$ cat config.mk
export PLATFORM = sky130hd
export DESIGN_NAME = frame_buf_fill_ctrl
export DESIGN_NICKNAME = d
export VERILOG_FILES = /design/src/rtl/fb_pkg.sv /design/src/rtl/fb_rect_walker.sv /design/src/rtl/frame_buf_fill_ctrl.sv
export SDC_FILE = /design/constraint.sdc
export NUM_CORES = 1
export LEC_CHECK = 0
export BUFFER_PORTS_ARGS = -buffer_cell sky130_fd_sc_hd__buf_2
export CORE_AREA = 2 2 112 114
export CTS_BUF_LIST = sky130_fd_sc_hd__clkbuf_16
export DETAILED_ROUTE_END_ITERATION = 6
export DIE_AREA = 0 0 114 116
export PLACE_DENSITY = 0.74
export SYNTH_ARGS = -nofsm -noshare
export SYNTH_HDL_FRONTEND = slang
export SYNTH_SLANG_ARGS = --single-unit
$ cat constraint.sdc
create_clock -name clk -period 2.6 [get_ports clk]
set_input_delay 0.39 -clock clk [delete_from_list [all_inputs] [get_ports clk]]
set_output_delay 0.39 -clock clk [all_outputs]
set_load 0.005 [all_outputs]
$ cat src/rtl/fb_pkg.sv
// fb_pkg: shared geometry, widths, fill FSM encoding and the pixel address helper
package fb_pkg;
    localparam int VIRT_W = 160;
    localparam int VIRT_H = 120;
    localparam int ADDR_W = 15;
    localparam int DATA_W = 24;
    typedef enum logic [1:0] {IDLE, CLIP, FILL, DONE} fill_state_t;
    // y*160 built as y*128 + y*32 so the row offset needs no multiplier
    function automatic logic [ADDR_W-1:0] xy_to_addr(input logic [7:0] x, input logic [6:0] y);
        return ADDR_W'({y, 7'b0}) + ADDR_W'({y, 5'b0}) + ADDR_W'(x);
    endfunction
endpackage

$ cat src/rtl/fb_rect_walker.sv
// fb_rect_walker: row-major x/y iterator producing frame-buffer addresses for a clipped rectangle
module fb_rect_walker import fb_pkg::*; (
    input  logic              clk,
    input  logic              rst,
    input  logic              load,
    input  logic              advance,
    input  logic [7:0]        x0,
    input  logic [7:0]        x1,
    input  logic [6:0]        y0,
    input  logic [6:0]        y1,
    output logic [ADDR_W-1:0] addr,
    output logic              last
);
    logic [7:0]        cx;
    logic [6:0]        cy;
    logic [ADDR_W-1:0] row_base;
    always_ff @(posedge clk) begin
        if (rst) begin
            cx       <= '0;
            cy       <= '0;
            row_base <= '0;
        end else if (load) begin
            cx       <= x0;
            cy       <= y0;
            row_base <= xy_to_addr(8'd0, y0);
        end else if (advance) begin
            cx       <= (cx == x1) ? x0 : cx + 8'd1;
            cy       <= (cx == x1) ? cy + 7'd1 : cy;
            row_base <= (cx == x1) ? row_base + ADDR_W'(VIRT_W) : row_base;
        end
    end
    always_comb begin
        addr = row_base + ADDR_W'(cx);
        last = (cx == x1) && (cy == y1);
    end
endmodule

$ cat src/rtl/frame_buf_fill_ctrl.sv
// frame_buf_fill_ctrl: rectangle fill sequencer sharing the frame-buffer write port with a
// single-pixel requester that has priority but can win at most every other cycle
module frame_buf_fill_ctrl import fb_pkg::*; (
    input  logic              clk,
    input  logic              rst,
    input  logic              start,
    input  logic [7:0]        x0,
    input  logic [7:0]        x1,
    input  logic [6:0]        y0,
    input  logic [6:0]        y1,
    input  logic [DATA_W-1:0] color,
    output logic              busy,
    output logic              done,
    input  logic              px_req,
    input  logic [ADDR_W-1:0] px_addr,
    input  logic [DATA_W-1:0] px_data,
    output logic              px_ack,
    output logic [ADDR_W-1:0] wr_addr,
    output logic [DATA_W-1:0] wr_data,
    output logic              wr_en
);
    localparam logic [7:0] X_MAX = 8'(VIRT_W - 1);
    localparam logic [6:0] Y_MAX = 7'(VIRT_H - 1);
    fill_state_t       state;
    logic [7:0]        lx0, lx1, x1c;
    logic [6:0]        ly0, ly1, y1c;
    logic [DATA_W-1:0] lcolor;
    logic              empty, pix_win, fill_wr, walk_last;
    logic [ADDR_W-1:0] walk_addr;
    // x0 beyond the right edge always exceeds the clamped x1, same for y, so two compares suffice
    always_comb begin
        x1c     = (lx1 > X_MAX) ? X_MAX : lx1;
        y1c     = (ly1 > Y_MAX) ? Y_MAX : ly1;
        empty   = (lx0 > x1c) || (ly0 > y1c);
        pix_win = px_req && !px_ack;
        fill_wr = (state == FILL) && !pix_win;
    end
    fb_rect_walker u_walker (
        .clk     (clk),
        .rst     (rst),
        .load    ((state == CLIP) && !empty),
        .advance (fill_wr),
        .x0      (lx0),
        .x1      (lx1),
        .y0      (ly0),
        .y1      (ly1),
        .addr    (walk_addr),
        .last    (walk_last)
    );
    always_ff @(posedge clk) begin
        if (rst) begin
            state   <= IDLE;
            lx0     <= '0;
            lx1     <= '0;
            ly0     <= '0;
            ly1     <= '0;
            lcolor  <= '0;
            busy    <= 1'b0;
            done    <= 1'b0;
            px_ack  <= 1'b0;
            wr_en   <= 1'b0;
            wr_addr <= '0;
            wr_data <= '0;
        end else begin
            px_ack  <= pix_win;
            wr_en   <= pix_win || fill_wr;
            wr_addr <= pix_win ? px_addr : fill_wr ? walk_addr : wr_addr;
            wr_data <= pix_win ? px_data : fill_wr ? lcolor : wr_data;
            case (state)
                IDLE: if (start) begin
                    lx0    <= x0;
                    lx1    <= x1;
                    ly0    <= y0;
                    ly1    <= y1;
                    lcolor <= color;
                    busy   <= 1'b1;
                    state  <= CLIP;
                end
                CLIP: begin
                    lx1   <= x1c;
                    ly1   <= y1c;
                    busy  <= !empty;
                    done  <= empty;
                    state <= empty ? DONE : FILL;
                end
                FILL: if (fill_wr && walk_last) state <= DONE;
                // after a fill the done pulse trails the last write by one cycle
                DONE: begin
                    busy  <= 1'b0;
                    done  <= !done;
                    state <= done ? IDLE : DONE;
                end
            endcase
        end
    end
endmodule

# Yosys cells after proc, flatten, opt, wreduce, memory -nomap -nowiden
# Index checks and enable logic that the tools add are counted.
[classes] addsub=5 order_cmp=4 eq_ne=7 muxes=27 reduce_logical=23
[ops] op="$mux 15" n=5
[ops] op="$mux 24" n=2
[ops] op="$mux 8" n=5
[ops] op="$mux 7" n=5
[ops] op="$pmux 8 s2" n=1
[ops] op="$add 14x12->15" n=1
[ops] op="$add 15x8->15" n=1
[ops] op="$add 15x8->15 const B" n=1
[ops] op="$pmux 7 s2" n=1
[ops] op="$reduce_and 2->1" n=5
[ops] op="$reduce_bool 2->1" n=5
[ops] op="$add 8x1->8 const B" n=1
[ops] op="$eq 8x8->1" n=1
[ops] op="$gt 8x8->1" n=1
[ops] op="$gt 8x8->1 const B" n=1
[ops] op="$pmux 2 s4" n=1
[ops] op="$add 7x1->7 const B" n=1
[ops] op="$eq 7x7->1" n=1
[ops] op="$gt 7x7->1" n=1
[ops] op="$gt 7x7->1 const B" n=1
[ops] op="$mux 2" n=3
[ops] op="$logic_and 1x1->1" n=5
[ops] op="$eq 2x2->1 const B" n=2
[ops] op="$logic_not 1->1" n=4
[ops] op="other kinds (9)" n=11
[totals] reg_bits=129 out_inout_bits=43 wordCells=81

# Longest topological paths before layout
[depth] word_depth=8 mapped_depth=12

# Modules after synthesis
# A second synthesis with hierarchy kept.
[unflattened] hier_cells=786 area_unflattened_um2=6573.8
[by_module_without_submodules] module="frame_buf_fill_ctrl" instances=1 cells_each=506 area_each_um2=4279.1
[by_module_without_submodules] module="fb_rect_walker" instances=1 cells_each=280 area_each_um2=2294.7

# Least setup slack after synthesis
# No wires, ideal clock.
[synth_path] path_type="reg-to-reg" start="register ly1[5]" end="register u_walker.cx[3]" arrival_time_ps=2197 required_time_ps=2542 slack_ps=345 path_stages_with_launch=12 path_cell_list="dfxtp_1 -> nand3_1 -> nor2_1 -> nor2_1 -> ha_1 -> nor2b_1 -> o311a_1 -> nor3_2 -> o22a_1 -> buf_4 -> a2111oi_0 -> a31o_2"
[synth_between] elab_chain_len=7 word_cells_on_any_way=8 classes_between="order compare: 2; mux: 2; reduce/logical: 4"
[synth_rtl] item="from (decl)" line="frame_buf_fill_ctrl.sv:26" rtl="logic [6:0] ly0, ly1, y1c;"
[synth_rtl] item="from (signal assigned)" line="frame_buf_fill_ctrl.sv:74" rtl="ly1 <= y1;"
[synth_rtl] item="from (signal assigned)" line="frame_buf_fill_ctrl.sv:81" rtl="ly1 <= y1c;"
[synth_rtl] item="$gt 7x7->1" line="frame_buf_fill_ctrl.sv:33" rtl="y1c = (ly1 > Y_MAX) ? Y_MAX : ly1;"
[synth_rtl] item="$mux 7 *" line="frame_buf_fill_ctrl.sv:33"
[synth_rtl] item="$gt 7x7->1 *" line="frame_buf_fill_ctrl.sv:34" rtl="empty = (lx0 > x1c) || (ly0 > y1c);"
[synth_rtl] item="$logic_or 1x1->1 *" line="frame_buf_fill_ctrl.sv:34"
[synth_rtl] item="$logic_not 1->1 *" line="frame_buf_fill_ctrl.sv:41" rtl=".load ((state == CLIP) && !empty),"
[synth_rtl] item="$logic_and 1x1->1 *" line="frame_buf_fill_ctrl.sv:41"
[synth_rtl] item="$mux 8 / $reduce_bool 2->1 (equally long branches)"
[synth_rtl] item="to (signal assigned)" line="fb_rect_walker.sv:27" rtl="cx <= (cx == x1) ? x0 : cx + 8'd1;"
[synth_rtl] item="to (decl)" line="fb_rect_walker.sv:14" rtl="logic [7:0] cx;"
# Every way passes the cells marked *; elsewhere a longest branch is shown, timed or not.
# A chain may end at the register's enable or synchronous reset.

# Worst setup path in the final report
[layout_path] start="register lx1[7]" end="register u_walker.cx[2]"
[layout_between] elab_chain_len=7 word_cells_on_any_way=11 classes_between="order compare: 2; eq/ne: 1; mux: 4; reduce/logical: 4"
[layout_rtl] item="from (decl)" line="frame_buf_fill_ctrl.sv:25" rtl="logic [7:0] lx0, lx1, x1c;"
[layout_rtl] item="from (signal assigned)" line="frame_buf_fill_ctrl.sv:54" rtl="lx1 <= '0;"
[layout_rtl] item="from (signal assigned)" line="frame_buf_fill_ctrl.sv:72" rtl="lx1 <= x1;"
[layout_rtl] item="from (signal assigned)" line="frame_buf_fill_ctrl.sv:80" rtl="lx1 <= x1c;"
[layout_rtl] item="$gt 8x8->1" line="frame_buf_fill_ctrl.sv:32" rtl="x1c = (lx1 > X_MAX) ? X_MAX : lx1;"
[layout_rtl] item="$mux 8" line="frame_buf_fill_ctrl.sv:32"
[layout_rtl] item="$gt 8x8->1" line="frame_buf_fill_ctrl.sv:34"
[layout_rtl] item="$logic_or 1x1->1" line="frame_buf_fill_ctrl.sv:34"
[layout_rtl] item="$logic_not 1->1" line="frame_buf_fill_ctrl.sv:41"
[layout_rtl] item="$logic_and 1x1->1" line="frame_buf_fill_ctrl.sv:41"
[layout_rtl] item="$mux 8 / $reduce_bool 2->1 (equally long branches)"
# Parallel ways exist; a longest one is shown, timed or not. The select of a mux whose other input is x is not followed.

==> metrics <==
post-route ant nets 0; gp weighted congestion 0.889; Placed Area 7130 um2; Mapped Nets 912; post-synthesis adder-cell area fraction 5.33%; Max FO, Critical Path 6; largest family of logic cells by synthesized area simple AND/OR/NAND/NOR gates; Hold WC Path Type input port to flip-flop; ys async rst share 0%; Worst slew margin 54.9%; Post-synth top flop dfxtp_1; I/O pin cnt 140; mux contribution to synthesized area 0.361%; Max Slew Vio Count 0; maximum number of pins on one net before global-route repair 122; P&R area growth vs syn 22.8%; Avg Cell Area, Syn 7.91 um2; per-cell routed wire length 15.3 um; type of origin of the critical path flip-flop; Largest stage delay, worst path 0.38 ns; worst-margin pin slew 0.677 ns; Post-synth top cells nand2_1, dfxtp_1, a21oi_1; Total Wirelength 16.6 mm; Iter 0 DRT Violations 435; first-pass detailed-route iteration total 4; Synth Area in Compound Gates 20.7%; final setup vio count 0; Power Dens Cells 788 nW/um2; core area 11900 um2; CTS tree yes; GRT Resource Usage Total 25.7%; Yosys warning count 0; drt via density 5.61; hold buffer count at CTS 0; internal reg-to-reg setup slack 0.20 ns; final hold slack 0.199 ns; via count 6058; Die Area 13200 um2; Sink Count 124; IO Port Bufs 139; top cells by area, synth dfxtp_1, nand2_1, a21oi_1; Yosys top cell area share 39.8%; cell row count 40; Max VDD drop 509 uV; Final Hold Viols 0; post-synthesis simple-gate area fraction 23.9%; maximum capacitance violations 0; number of flops mapped to enable cells by yosys 0; DP HPWL 11.3 mm; layout cell share with drive strength beyond 1 23.8%; worst-path cell chain inv_1, nor2_2, nor2_1, ha_1, nand2_1, nor4_2, a31o_2, o22ai_1, buf_4, a21oi_1, o31ai_1; drt drc 0; Finished Layout Cells 1079; Starting Density 52.4%; Peak Freq 416 MHz; n_diodes 0; Max stage delay cell, worst path dfxtp_1; # nets final 1044; Leak 3.15 nW; final instance area 7660 um2; Final Power 6.03 mW; Max Root-Sink Buffers 2; xor/xnor share of the synthesized area 4.77%; clock root buffer clkbuf_16; outcome completed; Multi-input gate area 3460 um2; H-tree depth 4; cts bufs inserted 17; placed instance count 1049; Core Util, Final 64.3%; worst endpoint required time 2.92 ns; die height 116 um; min cycle time layout 2.40 ns; register area 2480 um2; fin crit share 92.4%; synthesized cell area 6240 um2; Mapped Cells 789; vias in the first global route 5681; Setup Skew 0.00599 ns; setup repair bufs after CTS 0; total grt overflow 0; Buf/Inv on CP 2; WP data arrival 2.73 ns; register area share after synthesis 39.8%; wire length of the first global-routing pass 27.1 mm; worst skew pair latency 0.42 ns; RSZ-0062 raised after global routing true; antenna violations before repair 0; final-layout fill cell count 1125; die span in x 114 um; Synth Register Bits 124; crit end category flip-flop; delay-heaviest family, CP compound AO/OA/AOI/OAI gates; count of different cell masters after synthesis 62; most common cell in the netlist nand2_1; Clock transition at path regs 0.05 ns; Setup CP Type flip-flop to flip-flop; cell accounting for the most synthesized area dfxtp_1
[power by group]
group,internal [mW],switching [mW],total [mW]
logic,0.666,0.921,1.59
registers,2.14,0.229,2.37
clock network,1.27,0.808,2.08
total,4.08,1.96,6.03
[cell type report]
class | count | area share [%]
Clock inverter | 13 | 1.16
Clock buffer | 17 | 5.55
Inverter | 19 | 0.931
Timing Repair Buffer | 167 | 12.3
Multi-Input combinational cell | 592 | 45.2
Sequential cell | 124 | 32.4
Tap cell | 147 | 2.40
[per-stage QoR]
stage               worst slack, ns  setup TNS (ns)
floorplan                     0.345               0
global placement              0.204               0
detailed placement           0.0949               0
CTS                          0.0822               0
global route                -0.0133         -0.0133
finish                        0.197               0
[flip-flops by register name (all words and copies together), names as in the netlist]
register / cells
lcolor: 24
wr_data: 24
wr_addr: 15
u_walker.row_base: 10
lx0: 8
lx1: 8
u_walker.cx: 8
ly0: 7
ly1: 7
u_walker.cy: 7
state: 2
busy: 1
done: 1
px_ack: 1
wr_en: 1
[cell usage in the layout (no fill, tap or decap), types with 4 or more instances in the layout]
cell	Yosys	layout
a21oi_1	72	72
a22oi_1	6	6
a311oi_1	35	35
a31o_2	6	6
a31oi_1	15	15
and3_1	4	4
buf_2	2	138
buf_4	2	26
clkbuf_16	0	17
clkinv_2	0	4
dfxtp_1	124	123
ha_1	25	25
inv_1	19	22
nand2_1	194	194
nand2b_1	8	7
nand3_1	21	21
nand4_1	4	4
nor2_1	61	59
nor2b_1	7	7
nor3_1	10	9
nor3_2	3	4
o211ai_1	5	5
o21ai_0	20	20
or3_1	4	4
xnor2_1	20	20
xor2_1	14	14
[worst paths after layout]
check,cells after the start,to,startpoint
setup / recovery,11,u_walker.cx[2],lx1[7]
hold / removal,3,wr_addr[14],px_addr[14]
setup reg to reg,11,u_walker.cx[2],lx1[7]
hold reg to reg,2,lcolor[15],lcolor[15]
[routing by layer]
metal	global-route usage, %	share of wire, %	vias to the layer above
met3	6.07	6.7	22
met1	34.4	45	2816
met2	41.0	47	198
met4	8.62	1.4	0
met5	0	0	-
li1	-	-	3022
[worst reg2reg max path, delay by kind of cell, from the launching register on]
kind / cells / cell delay, ns
compound gates: 4 / 0.84
simple gates: 4 / 0.48
flops: 1 / 0.38
buf+inv: 2 / 0.34
fa+ha+maj: 1 / 0.28
[what timing repair did]
item / 4_1_cts / 5_1_grt
gates resized for setup: 0 / 5
setup endpoints to repair: 0 / 25
hold endpoints to repair: 0 / 0
[logic make-up (layout without fill, tap and decap cells)]
kind of cell    Yosys count  in the layout
flops                   124            124
compound gates          193            193
simple gates            337            337
buf+inv                  73            216
xor+xnor                 34             34
mux                       2              2
fa+ha+maj                26             26
(Power assumes the default switching activity.)
